[src/rtl/pc_redirect_pkg.sv]
// Shared defaults and enumerations for the next-PC redirect unit.
package pc_redirect_pkg;

  // Word-alignment shift applied to branch offsets and jump targets.
  localparam int unsigned PC_SHIFT_DEFAULT = 2;

  // Fetch PC loaded on reset.
  localparam logic [31:0] PC_RESET_DEFAULT = 32'h0000_0000;

  // Source of the PC loaded on the next edge.
  typedef enum logic [1:0] {
    SRC_SEQ    = 2'd0,
    SRC_BRANCH = 2'd1,
    SRC_JUMP   = 2'd2,
    SRC_JR     = 2'd3
  } redirect_src_t;

  // IDLE: no redirect buffered. HELD: one redirect waits for the stall to drop.
  typedef enum logic [0:0] {
    IDLE = 1'b0,
    HELD = 1'b1
  } state_t;

endpackage

[src/rtl/ctrl_target_calc.sv]
// Combinational target calculator for resolved control instructions.
// Produces the branch, jump and jump-register targets and the
// priority-selected one (jr > jump > branch).
// Optional feature macro: PC_ALIGN_CHECK_EN (forces JR targets to word
// alignment and flags a misaligned register value).
module ctrl_target_calc
  import pc_redirect_pkg::*;
#(
  parameter int unsigned ADDR_W   = 32,
  parameter int unsigned TARGET_W = 26,
  parameter int unsigned IMM_W    = 16,
  parameter int unsigned SHIFT    = PC_SHIFT_DEFAULT
) (
  input  logic [ADDR_W-1:0]   base_pc,
  input  logic                branch_taken,
  input  logic [IMM_W-1:0]    imm,
  input  logic                jump,
  input  logic [TARGET_W-1:0] target,
  input  logic                jr,
  input  logic [ADDR_W-1:0]   rs_val,
  output logic                request,
  output logic [ADDR_W-1:0]   sel_target,
  output redirect_src_t       sel_src
`ifdef PC_ALIGN_CHECK_EN
  ,
  output logic                jr_misalign
`endif
);

  // Constant +4 built from sized pieces so it tracks ADDR_W.
  localparam logic [ADDR_W-1:0] PC_STEP = {{(ADDR_W-3){1'b0}}, 3'b100};

  logic [ADDR_W-1:0] link_s;
  logic [ADDR_W-1:0] offset_s;
  logic [ADDR_W-1:0] branch_target_s;
  logic [ADDR_W-1:0] jump_target_s;
  logic [ADDR_W-1:0] jr_target_s;

  // Candidate targets, all arithmetic modulo 2^ADDR_W.
  always_comb begin
    link_s          = base_pc + PC_STEP;
    offset_s        = {{(ADDR_W-IMM_W){imm[IMM_W-1]}}, imm} << SHIFT;
    branch_target_s = link_s + offset_s;
    jump_target_s   = {link_s[ADDR_W-1:TARGET_W+SHIFT], target, {SHIFT{1'b0}}};
`ifdef PC_ALIGN_CHECK_EN
    jr_target_s     = {rs_val[ADDR_W-1:SHIFT], {SHIFT{1'b0}}};
    jr_misalign     = jr & (rs_val[SHIFT-1:0] != {SHIFT{1'b0}});
`else
    jr_target_s     = rs_val;
`endif
  end

  // Priority select: jr over jump over branch.
  always_comb begin
    request    = jr | jump | branch_taken;
    sel_target = {ADDR_W{1'b0}};
    sel_src    = SRC_SEQ;
    if (jr) begin
      sel_target = jr_target_s;
      sel_src    = SRC_JR;
    end else if (jump) begin
      sel_target = jump_target_s;
      sel_src    = SRC_JUMP;
    end else if (branch_taken) begin
      sel_target = branch_target_s;
      sel_src    = SRC_BRANCH;
    end else begin
      sel_target = {ADDR_W{1'b0}};
      sel_src    = SRC_SEQ;
    end
  end

endmodule

[src/rtl/pc_redirect_unit.sv]
// Next-PC generator: holds the fetch PC, applies resolved redirects and
// buffers one redirect that arrives while fetch is stalled.
// Optional feature macro: PC_ALIGN_CHECK_EN (adds misalign_o).
module pc_redirect_unit
  import pc_redirect_pkg::*;
#(
  parameter int unsigned     ADDR_W   = 32,
  parameter int unsigned     TARGET_W = 26,
  parameter int unsigned     IMM_W    = 16,
  parameter int unsigned     SHIFT    = PC_SHIFT_DEFAULT,
  parameter logic [ADDR_W-1:0] RESET_PC = PC_RESET_DEFAULT
) (
  input  logic                clk,
  input  logic                reset,
  input  logic                stall_i,
  input  logic [ADDR_W-1:0]   base_pc_i,
  input  logic                branch_taken_i,
  input  logic [IMM_W-1:0]    imm_i,
  input  logic                jump_i,
  input  logic [TARGET_W-1:0] target_i,
  input  logic                jr_i,
  input  logic [ADDR_W-1:0]   rs_val_i,
  output logic [ADDR_W-1:0]   pc_o,
  output logic [ADDR_W-1:0]   pc_plus4_o,
  output logic                redirect_o,
  output logic                pending_o
`ifdef PC_ALIGN_CHECK_EN
  ,
  output logic                misalign_o
`endif
);

  localparam logic [ADDR_W-1:0] PC_STEP = {{(ADDR_W-3){1'b0}}, 3'b100};

  state_t            state_r;
  state_t            state_next_s;
  logic [ADDR_W-1:0] pc_r;
  logic [ADDR_W-1:0] pc_next_s;
  logic [ADDR_W-1:0] pend_target_r;
  logic [ADDR_W-1:0] pend_target_next_s;
  logic              redirect_r;
  logic              redirect_next_s;
  logic [ADDR_W-1:0] seq_s;
  logic              request_s;
  logic [ADDR_W-1:0] sel_target_s;
  redirect_src_t     sel_src_s;
  logic              src_valid_s;
`ifdef PC_ALIGN_CHECK_EN
  logic              jr_misalign_s;
  logic              misalign_r;
  logic              misalign_next_s;
`endif

  ctrl_target_calc #(
    .ADDR_W   (ADDR_W),
    .TARGET_W (TARGET_W),
    .IMM_W    (IMM_W),
    .SHIFT    (SHIFT)
  ) u_target_calc (
    .base_pc      (base_pc_i),
    .branch_taken (branch_taken_i),
    .imm          (imm_i),
    .jump         (jump_i),
    .target       (target_i),
    .jr           (jr_i),
    .rs_val       (rs_val_i),
    .request      (request_s),
    .sel_target   (sel_target_s),
    .sel_src      (sel_src_s)
`ifdef PC_ALIGN_CHECK_EN
    ,
    .jr_misalign  (jr_misalign_s)
`endif
  );

  // Sequential successor of the current fetch PC; wraps naturally.
  always_comb begin
    seq_s = pc_r + PC_STEP;
  end

  // A request always selects a non-sequential source; keep the select consumed.
  always_comb begin
    case (sel_src_s)
      SRC_BRANCH, SRC_JUMP, SRC_JR: src_valid_s = 1'b1;
      SRC_SEQ:                      src_valid_s = 1'b0;
      default:                      src_valid_s = 1'b0;
    endcase
  end

  // State register for the redirect buffer.
  always_ff @(posedge clk or posedge reset) begin
    if (reset) begin
      state_r <= IDLE;
    end else begin
      state_r <= state_next_s;
    end
  end

  // Next state: a stalled request parks in HELD until the stall releases.
  always_comb begin
    state_next_s = state_r;
    case (state_r)
      IDLE: begin
        if (stall_i && request_s) begin
          state_next_s = HELD;
        end else begin
          state_next_s = IDLE;
        end
      end
      HELD: begin
        if (stall_i) begin
          state_next_s = HELD;
        end else begin
          state_next_s = IDLE;
        end
      end
      default: state_next_s = IDLE;
    endcase
  end

  // Next register values for PC, buffered target and the pulse outputs.
  always_comb begin
    pc_next_s          = pc_r;
    pend_target_next_s = pend_target_r;
    redirect_next_s    = 1'b0;
`ifdef PC_ALIGN_CHECK_EN
    misalign_next_s    = 1'b0;
`endif
    case (state_r)
      IDLE: begin
        if (!stall_i) begin
          if (request_s && src_valid_s) begin
            pc_next_s       = sel_target_s;
            redirect_next_s = 1'b1;
`ifdef PC_ALIGN_CHECK_EN
            misalign_next_s = jr_misalign_s;
`endif
          end else begin
            pc_next_s       = seq_s;
          end
        end else begin
          // Younger requests during HELD are squashed, so only IDLE captures.
          if (request_s) begin
            pend_target_next_s = sel_target_s;
`ifdef PC_ALIGN_CHECK_EN
            misalign_next_s    = jr_misalign_s;
`endif
          end else begin
            pend_target_next_s = pend_target_r;
          end
        end
      end
      HELD: begin
        if (!stall_i) begin
          pc_next_s       = pend_target_r;
          redirect_next_s = 1'b1;
        end else begin
          pc_next_s       = pc_r;
        end
      end
      default: begin
        pc_next_s       = pc_r;
        redirect_next_s = 1'b0;
      end
    endcase
  end

  // Datapath registers; reset also drops any buffered redirect.
  always_ff @(posedge clk or posedge reset) begin
    if (reset) begin
      pc_r          <= RESET_PC;
      pend_target_r <= {ADDR_W{1'b0}};
      redirect_r    <= 1'b0;
`ifdef PC_ALIGN_CHECK_EN
      misalign_r    <= 1'b0;
`endif
    end else begin
      pc_r          <= pc_next_s;
      pend_target_r <= pend_target_next_s;
      redirect_r    <= redirect_next_s;
`ifdef PC_ALIGN_CHECK_EN
      misalign_r    <= misalign_next_s;
`endif
    end
  end

  // Output drive from registered state.
  always_comb begin
    pc_o       = pc_r;
    pc_plus4_o = seq_s;
    redirect_o = redirect_r;
    pending_o  = (state_r == HELD);
`ifdef PC_ALIGN_CHECK_EN
    misalign_o = misalign_r;
`endif
  end

endmodule

[config.mk]
export PLATFORM = sky130hd
export DESIGN_NAME = pc_redirect_unit
export DESIGN_NICKNAME = d
export VERILOG_FILES = /design/src/rtl/pc_redirect_pkg.sv /design/src/rtl/ctrl_target_calc.sv /design/src/rtl/pc_redirect_unit.sv
export SDC_FILE = /design/constraint.sdc
export NUM_CORES = 1
export LEC_CHECK = 0
export CORE_ASPECT_RATIO = 1.25
export CORE_UTILIZATION = 45
export DETAILED_ROUTE_END_ITERATION = 12
export PLACE_DENSITY = 0.75
export SLEW_MARGIN = 40
export SYNTH_ARGS = -nofsm -noshare
export SYNTH_HDL_FRONTEND = slang
export SYNTH_SLANG_ARGS = --single-unit
[constraint.sdc]
create_clock -name clk -period 2.4 [get_ports clk]
set_clock_uncertainty 0.15 [all_clocks]
set_input_delay 0.48 -clock clk [delete_from_list [all_inputs] [get_ports clk]]
set_output_delay 0.48 -clock clk [all_outputs]
set_load 0.01 [all_outputs]
==> flow_metrics.py, run 1 <==
metrics = {
    "status": {
        "status": "aborted with a tool error",
        "lastStage": "global routing",
        "error_line": "[ERROR GRT-0232] Routing congestion too high. Check the congestion heatmap in the GUI.",
    },
    "floorplan": {
        "initial_core_util_pct": 46.2,
        "chipHeight_um": 135,
        "ios": 178,
        "chipWidth_um": 109,
        "num_rows": 48,
    },
    "yosys": {
        "syn_nets": 991,
        "async_flop_share_pct": 100,
        "yosysSeqAreaShare_pct": 25.8,
        "synth.area.mux_share_pct": 0.937,
        "synth_edf_count": 0,
        "synth_area_um2": 6410,
        "synthSimpleGateAreaFrac_pct": 24.2,
        "yosysWarnings": 0,
        "synth_top_family_by_area": "compound AO/OA/AOI/OAI gates",
        "synth_cell_types": 68,
        "syn_inst": 842,
        "synth-compound-area-share_pct": 26.7,
        "synth_area_per_cell_um2": 7.61,
        "synth-xor-area-share_pct": 10.7,
        "ys_ff_latch": 66,
        "synth_fa_ha_area_share_pct": 7.34,
        "synthFlopType": "dfrtp_1",
    },
    "global_route": {
        "grt_usage_pct": 75.1,
        "grt.overflow.total": 116,
        "grt_max_degree": 74,
    },
    "clock_tree": {
        "clock-sinks": 66,
        "cts_hold_buf": 0,
        "cts_buffers": 9,
        "htreeDepth": 3,
        "root_buffer": "clkbuf_16",
        "cts_buffer_depth": 2,
    },
    "placement": {
        "io_buffers": 177,
        "gp_congestion": 0.903,
        "placed_cell_area_um2": 10400,
        "dp_hpwl_um": 19100,
        "dp_slack_ns": -1.96,
    },
    "sta": {
        "grt-worst-endpoint": "pc_o[31]$_DFFE_PP0P_/D",
        "endpoint_type": "register data pin",
    },
}
## cells by family after synthesis
logic type               after synthesis
XOR/XNOR                              77
multiplexers                           6
AND/OR/NAND/NOR                      318
flip-flops                            66
buffers and inverters                 72
adder cells (fa/ha/maj)               37
AO/OA/AOI/OAI                        266
## metrics by stage
stage,utilization [%],std cells
after floorplan,-,842
after global placement,74.6,1398
after detailed placement,74.6,1398
after CTS,85.6,1487
## Yosys cell counts, types with 13 or more instances
master / count / area (µm²)
a21o_1: 13 / 97.6
a21oi_1: 81 / 405
a31oi_1: 17 / 106
clkbuf_1: 42 / 158
dfrtp_1: 66 / 1650
ha_1: 36 / 450
inv_1: 21 / 78.8
nand2_1: 111 / 417
nand2b_1: 14 / 87.6
nand3_1: 30 / 150
nand4_1: 22 / 138
nor2_1: 63 / 236
nor3_1: 15 / 75.1
o21ai_0: 57 / 285
o31ai_1: 13 / 97.6
xnor2_1: 50 / 438
xor2_1: 26 / 228
## repair_timing
action | 4_1_cts
pin swaps | 132
buffers inserted | 75
gates cloned | 0
resized for setup | 321
endpoints found under the setup margin | 89
## routing by layer
layer	GRT usage [%]	GRT overflow
met1	72.4	2
met2	94.1	64
met3	55.9	1
met4	83.9	48
met5	14.3	1
==> inputs of run 2 (changes only) <==
- CORE_ASPECT_RATIO: 1.25 -> unset
- CORE_UTILIZATION: 45 -> 35
- PLACE_DENSITY: 0.75 -> unset
- PLACE_DENSITY_LB_ADDON: unset -> 0.15
- clock period: 2.4 -> 3.1 ns (I/O delays scaled with it)
==> flow_metrics.py, run 2 <==
metrics = {
    "global_route": {
        "grt_usage_pct": 27.0,
        "antenna_found_initial": 1,
        "grt.overflow.total": 0,
        "grt_pass1_wl_um": 38700,
        "grt_max_degree": 67,
        "first_global_vias": 7495,
    },
    "clock_tree": {
        "cts_hold_buf": 0,
        "cts_buffers": 9,
        "clk_latency_ns": 0.34,
        "cts_buffer_depth": 2,
        "root_buffer": "clkbuf_16",
        "clock-sinks": 66,
        "htreeDepth": 3,
        "clk_pin_slew_worst_paths_ns": 0.06,
        "cts_tree": "done",
    },
    "final_layout": {
        "n_antenna_cell": 0,
        "fillCellCount": 1542,
        "instances_no_fill": 1486,
        "area_growth_pct": 82.3,
        "layout_commonest_cell": "buf_4",
        "drive_gt1_share_pct": 37.1,
        "final_cell_mix": "buf_4, clkdlybuf4s50_1, nand2_1",
        "regArea_um2": 1650,
        "nNetsFinal": 1401,
        "multi_input_area_um2": 5470,
        "finish.instance_area_um2": 11700,
    },
    "setup_path": {
        "crit_family": "simple AND/OR/NAND/NOR gates",
        "crit_required_ns": 3.19,
        "cp-end-kind": "register",
        "worst_setup_path_start_kind": "primary input",
        "crit_top_cell": "buf_6",
        "crit_type": "primary input to register",
        "cp_max_fo": 4,
        "slowest_delay_ns": 0.40,
        "crit_chain": "buf_6 -> and4_4 -> nand3_4 -> buf_12 -> nor2_4 -> buf_6 -> nand4_1 -> xnor2_1 -> ha_1 -> a211oi_2 -> o21bai_2 -> or3b_4 -> a31oi_4 -> o21ba_4 -> buf_6 -> mux2i_4 -> nor2_4 -> o31ai_1",
        "crit_arrival_ns": 3.73,
        "crit_slowest_cell": "or3b_4",
        "worst-path-buf-inv": 4,
    },
    "sta": {
        "hold_ws_ns": 0.327,
        "tns_ns": -15.16,
        "slew_headroom_pct": 59.8,
        "maxClockFrequency_mhz": 275,
        "setup_viol": 39,
        "fin_crit_ns": 3.64,
        "hold_viol_final": 0,
        "fin_ws_ns": -0.541,
        "finalMaxSlewViolations": 0,
        "rsz0062_at_grt": "yes",
        "worst_pin_slew_ns": 0.596,
        "fin_crit_sh_pct": 117,
    },
    "job": {
        "max-cap-violations": 0,
    },
    "placement": {
        "dp_hpwl_um": 19300,
        "placed_cells": 1435,
        "gp_congestion": 0.968,
        "io_buffers": 177,
        "placed_cell_area_um2": 10200,
    },
    "power_and_ir_drop": {
        "leakagePower_nw": 5.17,
        "ir_worst_vdd_uv": 309,
        "power.density_nw_per_um2": 369,
        "power_w": 0.00431,
    },
    "floorplan": {
        "ios": 178,
        "dieArea_um2": 18900,
        "num_rows": 49,
        "core-area_um2": 18000,
        "chipWidth_um": 137,
        "chipHeight_um": 137,
        "initial_core_util_pct": 35.7,
    },
    "yosys": {
        "synthFlopType": "dfrtp_1",
        "synth_area_per_cell_um2": 7.61,
        "async_flop_share_pct": 100,
        "syn_inst": 842,
        "synth_area_leaders": "dfrtp_1, ha_1, xnor2_1",
        "synth_area_um2": 6410,
        "synth_top_area_share_pct": 25.8,
        "synth_most_common_cell": "nand2_1",
        "synth_edf_count": 0,
        "syn_nets": 991,
        "yosysSeqAreaShare_pct": 25.8,
        "yosysTopAreaCell": "dfrtp_1",
        "synth_cell_types": 68,
        "yosysWarnings": 0,
        "synth_commonest_cells": "nand2_1, a21oi_1, dfrtp_1",
        "ys_ff_latch": 66,
    },
    "routing": {
        "initialDrtViolationCount": 448,
        "drc": 0,
        "wl_per_cell_um": 17.1,
        "postRouteAntennaNets": 0,
        "dr.pass1.iters": 7,
        "wl_um": 25400,
        "viasPerCell": 5.31,
        "via_count": 7898,
    },
    "status": {
        "violations": "negative setup slack",
        "status": "finished, violations left",
    },
    "worst_hold_path": {
        "hp-class": "register to register",
    },
}
-- run 2: path summary, 6_finish.rpt --
kind                            slack [ns]                end             start  cells after the start
worst max register to register        0.33           pc_o[21]           pc_o[2]                     15
max in group asynchronous             1.95  pend_target_r[27]             reset                      3
worst min-delay path                  0.33   pend_target_r[5]  pend_target_r[5]                      2
min in group asynchronous             0.52           pc_o[23]             reset                      3
worst max-delay path                 -0.54  pend_target_r[27]      base_pc_i[5]                     18
worst min register to register        0.33   pend_target_r[5]  pend_target_r[5]                      2
-- run 2: repair_timing --
item                                    in CTS  in global routing
gates resized for setup                    199                101
pin swaps                                   80                 57
endpoints found under the setup margin      75                 66
buffers inserted                            27                 14
endpoints found under the hold margin        0                  0
-- run 2: cell families after synthesis --
logic type,after synthesis,synth area share [%]
and+or+nand+nor,318,24.2
buffers and inverters,72,4.37
AOI/OAI and AO/OA,266,26.7
adders and majority gates,37,7.34
DFF,66,25.8
xor gates and xnor gates,77,10.7
muxes,6,0.937
-- run 2: report_power, final --
| part | switching (W) | internal (W) | total (W) |
|---|---|---|---|
| sequential | 0.000122 | 0.00100 | 0.00113 |
| combinational | 0.000995 | 0.00113 | 0.00212 |
| clock | 0.000396 | 0.000662 | 0.00106 |
-- run 2: routing by layer --
metal,global-route usage (%),vias to the layer above,part of all wire [%]
met5,0,-,0
met4,10.4,0,2.9
met3,3.72,49,5.4
met2,45.3,307,48
met1,34.8,3649,43
li1,-,3893,-
-- run 2: layout make-up --
class,instances,area share [%]
Timing Repair Buffer,449,33.3
Inverter,22,0.707
Clock inverter,5,0.450
Tap cell,229,2.45
Multi-Input combinational cell,704,46.8
Sequential cell,66,14.1
Clock buffer,11,2.16
-- run 2: metrics by stage --
stage	util (%)	worst slack, ns
finish	65.0	-0.541
global route	65.0	-0.726
CTS	62.3	-0.558
detailed placement	56.8	-1.38
global placement	56.8	-1.26
floorplan	-	-0.619
-- run 2: worst reg2reg max path, delay by kind of cell, from the launching register on --
family | cells | cell delay, ns
xor+xnor | 1 | 0.15
simple gates | 4 | 0.69
compound gates | 3 | 0.42
flops | 1 | 0.39
buf+inv | 7 | 0.87
No activity file was read; power rests on OpenSTA's default activity.
